**config.mk**
```make
export PLATFORM = sky130hd
export DESIGN_NAME = mc_control_flat
export DESIGN_NICKNAME = d
export VERILOG_FILES = /design/src/rtl/mc_control_if.sv /design/src/rtl/mc_control.sv /design/src/flat_wrapper.sv
export SDC_FILE = /design/constraint.sdc
export NUM_CORES = 1
export LEC_CHECK = 0
export CORE_ASPECT_RATIO = 0.7
export CORE_MARGIN = 10
export CORE_UTILIZATION = 45
export CTS_CLUSTER_SIZE = 12
export DETAILED_ROUTE_END_ITERATION = 16
export GPL_TIMING_DRIVEN = 0
export HOLD_SLACK_MARGIN = 0.15
export PLACE_DENSITY_LB_ADDON = 0.15
export SETUP_SLACK_MARGIN = 0.5
export SYNTH_ARGS = -nofsm -noshare
export SYNTH_HDL_FRONTEND = slang
export SYNTH_SLANG_ARGS = --single-unit
```
**constraint.sdc**
```tcl
create_clock -name clk -period 4 [get_ports clk]
set_input_delay 0.8 -clock clk [delete_from_list [all_inputs] [get_ports clk]]
set_output_delay 0.8 -clock clk [all_outputs]
set_load 0.01 [all_outputs]
```
**src/rtl/mc_control_if.sv**
```systemverilog
// Bus between the mips32 multi-cycle sequencer and its datapath.
// master: the sequencer (mc_control); slave: the datapath side.
interface mc_control_if;
    logic [5:0] opcode;
    logic [5:0] funct;
    logic       zero;
    logic       mem_ready;
    logic       pc_we;
    logic [1:0] pc_src;
    logic       ir_we;
    logic       mem_req;
    logic       mem_we;
    logic [1:0] mem_size;
    logic       reg_we;
    logic [1:0] reg_dst;
    logic [1:0] wb_sel;
    logic       alu_src_b;
    logic [2:0] alu_op;
    logic       illegal;
    logic [2:0] state;

    modport master (
        input  opcode, funct, zero, mem_ready,
        output pc_we, pc_src, ir_we, mem_req, mem_we, mem_size,
               reg_we, reg_dst, wb_sel, alu_src_b, alu_op, illegal, state
    );

    modport slave (
        output opcode, funct, zero, mem_ready,
        input  pc_we, pc_src, ir_we, mem_req, mem_we, mem_size,
               reg_we, reg_dst, wb_sel, alu_src_b, alu_op, illegal, state
    );
endinterface

```
**src/rtl/mc_control.sv**
```systemverilog
// mc_control: multi-cycle FETCH/DECODE/EXEC/MEM/WB sequencer for mips32.
// Outputs are decoded from the state register plus the IR opcode/funct.
// Build option: define MC_WAITSTATE_EN to honour the mem_ready handshake in
// FETCH and MEM; without it mem_ready is ignored and both states last one cycle.
module mc_control (
    input  logic         clk,
    input  logic         reset,
    mc_control_if.master bus
);
    typedef enum logic [2:0] {
        FETCH  = 3'd0,
        DECODE = 3'd1,
        EXEC   = 3'd2,
        MEM    = 3'd3,
        WB     = 3'd4
    } state_t;

    typedef enum logic [3:0] {
        C_ILL, C_RALU, C_JR, C_IALU, C_LUI, C_LOAD, C_STORE,
        C_BEQ, C_BNE, C_J, C_JAL
    } cls_t;

    state_t     state_reg, state_next;
    cls_t       cls;
    logic [2:0] alu_code;
    logic [1:0] size_code;
    logic       ready;

`ifdef MC_WAITSTATE_EN
    assign ready = bus.mem_ready;
`else
    // Port kept for a uniform datapath interface; accesses always complete.
    logic unused_mem_ready;
    assign unused_mem_ready = bus.mem_ready;
    assign ready = 1'b1;
`endif

    // Instruction decode: class, ALU code and memory access width.
    always_comb begin
        cls       = C_ILL;
        alu_code  = 3'b000;
        size_code = 2'b00;
        case (bus.opcode)
            6'h00: begin
                cls = C_RALU;
                case (bus.funct)
                    6'h00: alu_code = 3'b000;
                    6'h01: alu_code = 3'b001;
                    6'h02: alu_code = 3'b011;
                    6'h03: alu_code = 3'b010;
                    6'h04: alu_code = 3'b110;
                    6'h05: alu_code = 3'b111;
                    6'h06: alu_code = 3'b100;
                    6'h07: alu_code = 3'b100;
                    6'h08: alu_code = 3'b101;
                    6'h09: alu_code = 3'b111;
                    6'h0A: cls = C_JR;
                    default: cls = C_ILL;
                endcase
            end
            6'h01: begin cls = C_IALU; alu_code = 3'b000; end
            6'h02: begin cls = C_IALU; alu_code = 3'b001; end
            6'h03: begin cls = C_IALU; alu_code = 3'b011; end
            6'h04,
            6'h05: begin cls = C_IALU; alu_code = 3'b010; end
            6'h06,
            6'h07: begin cls = C_IALU; alu_code = 3'b111; end
            6'h0F: cls = C_LUI;
            6'h23: begin cls = C_LOAD;  alu_code = 3'b010; size_code = 2'b00; end
            6'h21: begin cls = C_LOAD;  alu_code = 3'b010; size_code = 2'b01; end
            6'h20: begin cls = C_LOAD;  alu_code = 3'b010; size_code = 2'b10; end
            6'h2B: begin cls = C_STORE; alu_code = 3'b010; size_code = 2'b00; end
            6'h28: begin cls = C_STORE; alu_code = 3'b010; size_code = 2'b10; end
            6'h0E: begin cls = C_BEQ;   alu_code = 3'b110; end
            6'h10: begin cls = C_BNE;   alu_code = 3'b110; end
            6'h11: cls = C_J;
            6'h12: cls = C_JAL;
            default: cls = C_ILL;
        endcase
    end

    // State register; reset aborts any instruction, including a MEM wait.
    always_ff @(posedge clk) begin
        if (reset) state_reg <= FETCH;
        else       state_reg <= state_next;
    end

    // Next-state and Moore outputs; reset forces every output to 0.
    always_comb begin
        state_next    = state_reg;
        bus.pc_we     = 1'b0;
        bus.pc_src    = 2'b00;
        bus.ir_we     = 1'b0;
        bus.mem_req   = 1'b0;
        bus.mem_we    = 1'b0;
        bus.mem_size  = 2'b00;
        bus.reg_we    = 1'b0;
        bus.reg_dst   = 2'b00;
        bus.wb_sel    = 2'b00;
        bus.alu_src_b = 1'b0;
        bus.alu_op    = 3'b000;
        bus.illegal   = 1'b0;
        bus.state     = state_reg;
        case (state_reg)
            FETCH: begin
                bus.mem_req = 1'b1;
                if (ready) begin
                    bus.ir_we  = 1'b1;
                    bus.pc_we  = 1'b1;
                    state_next = DECODE;
                end
            end
            DECODE: begin
                if (cls == C_ILL) begin
                    bus.illegal = 1'b1;
                    state_next  = FETCH;
                end else begin
                    state_next  = EXEC;
                end
            end
            EXEC: begin
                bus.alu_op    = alu_code;
                bus.alu_src_b = (cls == C_IALU) || (cls == C_LOAD) || (cls == C_STORE);
                case (cls)
                    C_RALU, C_IALU, C_LUI: state_next = WB;
                    C_LOAD, C_STORE:       state_next = MEM;
                    C_BEQ: begin
                        bus.pc_we  = bus.zero;
                        bus.pc_src = 2'b01;
                        state_next = FETCH;
                    end
                    C_BNE: begin
                        bus.pc_we  = !bus.zero;
                        bus.pc_src = 2'b01;
                        state_next = FETCH;
                    end
                    C_J: begin
                        bus.pc_we  = 1'b1;
                        bus.pc_src = 2'b10;
                        state_next = FETCH;
                    end
                    C_JAL: begin
                        bus.pc_we   = 1'b1;
                        bus.pc_src  = 2'b10;
                        bus.reg_we  = 1'b1;
                        bus.reg_dst = 2'b10;
                        bus.wb_sel  = 2'b10;
                        state_next  = FETCH;
                    end
                    C_JR: begin
                        bus.pc_we  = 1'b1;
                        bus.pc_src = 2'b11;
                        state_next = FETCH;
                    end
                    default: state_next = FETCH;
                endcase
            end
            MEM: begin
                // Driven only from state and IR, so steady across wait cycles.
                bus.mem_req  = 1'b1;
                bus.mem_we   = (cls == C_STORE);
                bus.mem_size = size_code;
                if (ready) state_next = (cls == C_LOAD) ? WB : FETCH;
            end
            WB: begin
                bus.reg_we  = 1'b1;
                bus.reg_dst = (cls == C_RALU) ? 2'b01 : 2'b00;
                bus.wb_sel  = (cls == C_LOAD) ? 2'b01 :
                              (cls == C_LUI)  ? 2'b11 : 2'b00;
                state_next  = FETCH;
            end
            default: state_next = FETCH;
        endcase
        if (reset) begin
            bus.pc_we     = 1'b0;
            bus.pc_src    = 2'b00;
            bus.ir_we     = 1'b0;
            bus.mem_req   = 1'b0;
            bus.mem_we    = 1'b0;
            bus.mem_size  = 2'b00;
            bus.reg_we    = 1'b0;
            bus.reg_dst   = 2'b00;
            bus.wb_sel    = 2'b00;
            bus.alu_src_b = 1'b0;
            bus.alu_op    = 3'b000;
            bus.illegal   = 1'b0;
            bus.state     = FETCH;
        end
    end
endmodule

```
**src/flat_wrapper.sv**
```systemverilog
// flat-port wrapper written by rule: the top's interface ports become plain ports
module mc_control_flat 
  (clk, reset, bus_opcode, bus_funct, bus_zero, bus_mem_ready, bus_pc_we, bus_pc_src, bus_ir_we, bus_mem_req, bus_mem_we, bus_mem_size, bus_reg_we, bus_reg_dst, bus_wb_sel, bus_alu_src_b, bus_alu_op, bus_illegal, bus_state);
  mc_control_if bus_i ();
  input  logic clk;
  input  logic reset;
  input wire logic [$bits(bus_i.opcode)-1:0] bus_opcode;
  input wire logic [$bits(bus_i.funct)-1:0] bus_funct;
  input wire logic [$bits(bus_i.zero)-1:0] bus_zero;
  input wire logic [$bits(bus_i.mem_ready)-1:0] bus_mem_ready;
  output wire logic [$bits(bus_i.pc_we)-1:0] bus_pc_we;
  output wire logic [$bits(bus_i.pc_src)-1:0] bus_pc_src;
  output wire logic [$bits(bus_i.ir_we)-1:0] bus_ir_we;
  output wire logic [$bits(bus_i.mem_req)-1:0] bus_mem_req;
  output wire logic [$bits(bus_i.mem_we)-1:0] bus_mem_we;
  output wire logic [$bits(bus_i.mem_size)-1:0] bus_mem_size;
  output wire logic [$bits(bus_i.reg_we)-1:0] bus_reg_we;
  output wire logic [$bits(bus_i.reg_dst)-1:0] bus_reg_dst;
  output wire logic [$bits(bus_i.wb_sel)-1:0] bus_wb_sel;
  output wire logic [$bits(bus_i.alu_src_b)-1:0] bus_alu_src_b;
  output wire logic [$bits(bus_i.alu_op)-1:0] bus_alu_op;
  output wire logic [$bits(bus_i.illegal)-1:0] bus_illegal;
  output wire logic [$bits(bus_i.state)-1:0] bus_state;
  assign bus_i.opcode = bus_opcode;
  assign bus_i.funct = bus_funct;
  assign bus_i.zero = bus_zero;
  assign bus_i.mem_ready = bus_mem_ready;
  assign bus_pc_we = bus_i.pc_we;
  assign bus_pc_src = bus_i.pc_src;
  assign bus_ir_we = bus_i.ir_we;
  assign bus_mem_req = bus_i.mem_req;
  assign bus_mem_we = bus_i.mem_we;
  assign bus_mem_size = bus_i.mem_size;
  assign bus_reg_we = bus_i.reg_we;
  assign bus_reg_dst = bus_i.reg_dst;
  assign bus_wb_sel = bus_i.wb_sel;
  assign bus_alu_src_b = bus_i.alu_src_b;
  assign bus_alu_op = bus_i.alu_op;
  assign bus_illegal = bus_i.illegal;
  assign bus_state = bus_i.state;
  mc_control u_core (.clk(clk), .reset(reset), .bus(bus_i));
endmodule
```
==> qor.csv <==
stage;metric;value;unit
drt;drt_wl_total;3701;um
timing;finalHoldViolCount;0;
layout;multi_input_area;847.1;um^2
die;fp.dieW;74.44;um
global_route;grt_pass1_wl;5851;um
drt;vias_per_cell;6.313;
drt;route.detailed.drc;0;
die;start_util;0.4863;
synthesis;avgSynthCellArea;6.350;um^2
worst_setup_path;cp_max_fo;10;
synthesis;ys_warn_count;0;
global_route;met2_usage;0.2448;
worst_setup_path;critPathArrivalTime;2630;ps
place;gp_congestion;0.9459;
global_route;use_met3;0.04932;
power_and_ir_drop;power_frac_clock;0.260;
layout;fin_cells;211;
clock_tree;cts_tree;yes;
outcome;outcome;finished, final reports clean;
die;die_h;58.11;um
die;io_pins;37;
synthesis;ys_seq_elements;3;
timing;setup_tns;0;ps
worst_setup_path;critPathKind;in2out;
layout;final_layout_size_suffix_gt1_frac;0.2169;
synthesis;synth.distinct_cells;50;
worst_setup_path;required;3200;ps
drt;wire_per_inst;17.54;um
synthesis;synth_edf_count;0;
die;die-area;4325;um^2
die;row_count;13;
layout;seq_area;60.06;um^2
clock_tree;clock-sinks;3;
power_and_ir_drop;switching_share;0.3949;
place;dpl.hpwl;2707;um
synthesis;synth_nets;163;
global_route;overflow;0;
die;core;1919;um^2
timing;clock_skew;0.6498;ps
timing;rsz0062_at_grt;no;
synthesis;yosysTopAreaCellShare;0.07641;
drt;postRouteAntennaNets;0;
layout;layout_commonest_cell;nor2_1;
timing;drv_slew;0;
power_and_ir_drop;internal_power;120.0;uW
clock_tree;cts_max_level;1;
power_and_ir_drop;pwr-share-seq;0.173;
worst_setup_path;end_kind;output pin;
synthesis;synth_cells;147;
worst_setup_path;cp_cell_sequence;dlygate4sd2_1 -> buf_2 -> o21ai_0 -> o211ai_1 -> buf_4 -> a311o_4 -> o21ai_2 -> clkdlybuf4s15_2;
power_and_ir_drop;vdd_drop_max;175.7;uV
layout;final_cell_mix;nor2_1 (17), nand2_1 (14), clkdlybuf4s50_1 (13), a21oi_1 (11), o21ai_0 (9);
global_route;grt_use_met1;0.2158;
min_path;min_path_type;reg2reg;
global_route;gr-max-usage-layer;met2;
layout;areaGrowthSynthToFinish;50.40;%
clock_tree;cts.clk_slew.worst_paths;40;ps
clock_tree;cts-root-buf;clkbuf_4;
global_route;first_global_vias;1260;
run;maxCapViolations;0;
place;port_buffers;33;
power_and_ir_drop;pwr-share-comb;0.567;
layout;largest_reg_flops;3;
synthesis;synth_top_area_cell;nor2_1;
global_route;grtUsageTotal;0.1633;
power_and_ir_drop;p_leak;0.0006184;uW
global_route;antenna_found_initial;0;
global_route;grt_max_degree;11;
layout;insertedDiodeCount;0;
synthesis;synth_flop_cell;dfxtp_1;
synthesis;synthArstFlopShare;0;
power_and_ir_drop;powerDensity;141.3;nW/um^2
worst_setup_path;cp-start-kind;primary input;
timing;max_freq;0.2917;GHz
drt;drt_iter0_drc;203;
layout;fill_cells;157;
drt;num_vias;1332;
timing;finalSetupViolations;0;
timing;post-route-period-util;0.8570;
worst_setup_path;crit_slowest_cell;a311o_4;
clock_tree;cts_inserted_buffers;3;
drt;drt-pass1-iter-count;4;
synthesis;ys_top_cells_by_area;nor2_1 (7.6%), dfxtp_1 (6.4%), a21oi_1 (5.9%), nand2_1 (5.6%), o21ai_0 (4.8%);
power_and_ir_drop;p_switching;78.33;uW
synthesis;syn-cell-area;933.4;um^2
place;dp_cells;202;
clock_tree;clock_path_buffers;2;
clock_tree;clock_latency;230;ps
timing;relSlewSlack;0.4973;
layout;nets;206;
worst_setup_path;max_stage_delay;360;ps
timing;finalCriticalPeriod;3428;ps
timing;tightest_slew;735.0;ps
synthesis;yosysSeqAreaShare;0.06434;
-- metal layers --
metal | vias to the layer above | wire, um
met5 | - | 0
met4 | 0 | 93
met3 | 14 | 487
met2 | 90 | 1588
met1 | 596 | 1531
li1 | 632 | -
-- final timing paths --
path	startpoint	to	slack [ps]	depth (start not counted)
min	u_core.state_reg[1]$_SDFF_PP0_	u_core.state_reg[2]$_SDFF_PP0_	570	2
max	bus_opcode[0]	bus_wb_sel[1]	570	8
min reg2reg	u_core.state_reg[1]$_SDFF_PP0_	u_core.state_reg[2]$_SDFF_PP0_	570	2
max reg2reg	u_core.state_reg[0]$_SDFF_PP0_	u_core.state_reg[1]$_SDFF_PP0_	2930	3
-- critical path, delay by kind of cell --
kind            cells  cell delay, ps
buf+inv             4             980
compound gates      4             860
-- timing repair --
action / in CTS / in global routing
gates cloned: 0 / 1
resized for setup: 35 / 16
pin swaps: 2 / 4
endpoints found under the setup margin: 16 / 13
buffers inserted: 2 / 2
hold buffers: 0 / 0
-- cells by family after synthesis --
family,count (synthesis),synth area share
AO/OA/AOI/OAI,47,0.3485
XOR/XNOR,1,0.009385
buffers and inverters,14,0.08311
flip-flops,3,0.06435
multiplexers,3,0.03217
AND/OR/NAND/NOR,79,0.4625
-- power by group through the flow --
stage          logic (uW)  registers (uW)  clock network (uW)
6_report              112            34.4                51.5
5_1_grt               122            34.4                56.9
4_1_cts               105            34.1                54.3
3_5_place_dp         99.7            34.5                   0
3_3_place_gp         97.9            34.5                   0
2_1_floorplan        60.5            33.7                   0
-- layout make-up --
cell class,instances,area share
multi-input combinational,130,0.6034
timing repair buffer,38,0.2531
buffer,10,0.05169
sequential,3,0.04278
tap,22,0.01961
clock buffer,4,0.01872
inverter,4,0.01070
-- Yosys cell counts, drive strengths merged, types with 3 or more instances --
| library cell | n |
|---|---|
| nor2b | 7 |
| nand2b | 5 |
| dfxtp | 3 |
| mux2i | 3 |
| o21bai | 4 |
| buf | 8 |
| inv | 4 |
| nand3b | 3 |
| nor2 | 19 |
| a21oi | 11 |
| nand2 | 15 |
| nor3 | 6 |
| a21o | 4 |
| nor4 | 4 |
| o21ai | 15 |
| or3 | 3 |
-- per-stage QoR --
step / power, uW / worst slack [ps] / cell area (um^2) / hold slack (ps) / utilization
after detailed placement: 134.2 / 47.16 / 1291 / 555.8 / 0.6728
after CTS: 193.1 / 365.5 / 1370 / 562.7 / 0.7138
final: 198.3 / 571.9 / 1404 / 574.2 / 0.7314
after floorplan: 94.24 / 1167 / 933.4 / 487.0 / -
after global routing: 213.2 / 513.5 / 1404 / 596.4 / 0.7314
after global placement: 132.4 / 111.7 / 1291 / 548.8 / 0.6728
Power figures use the tool's default switching activity.
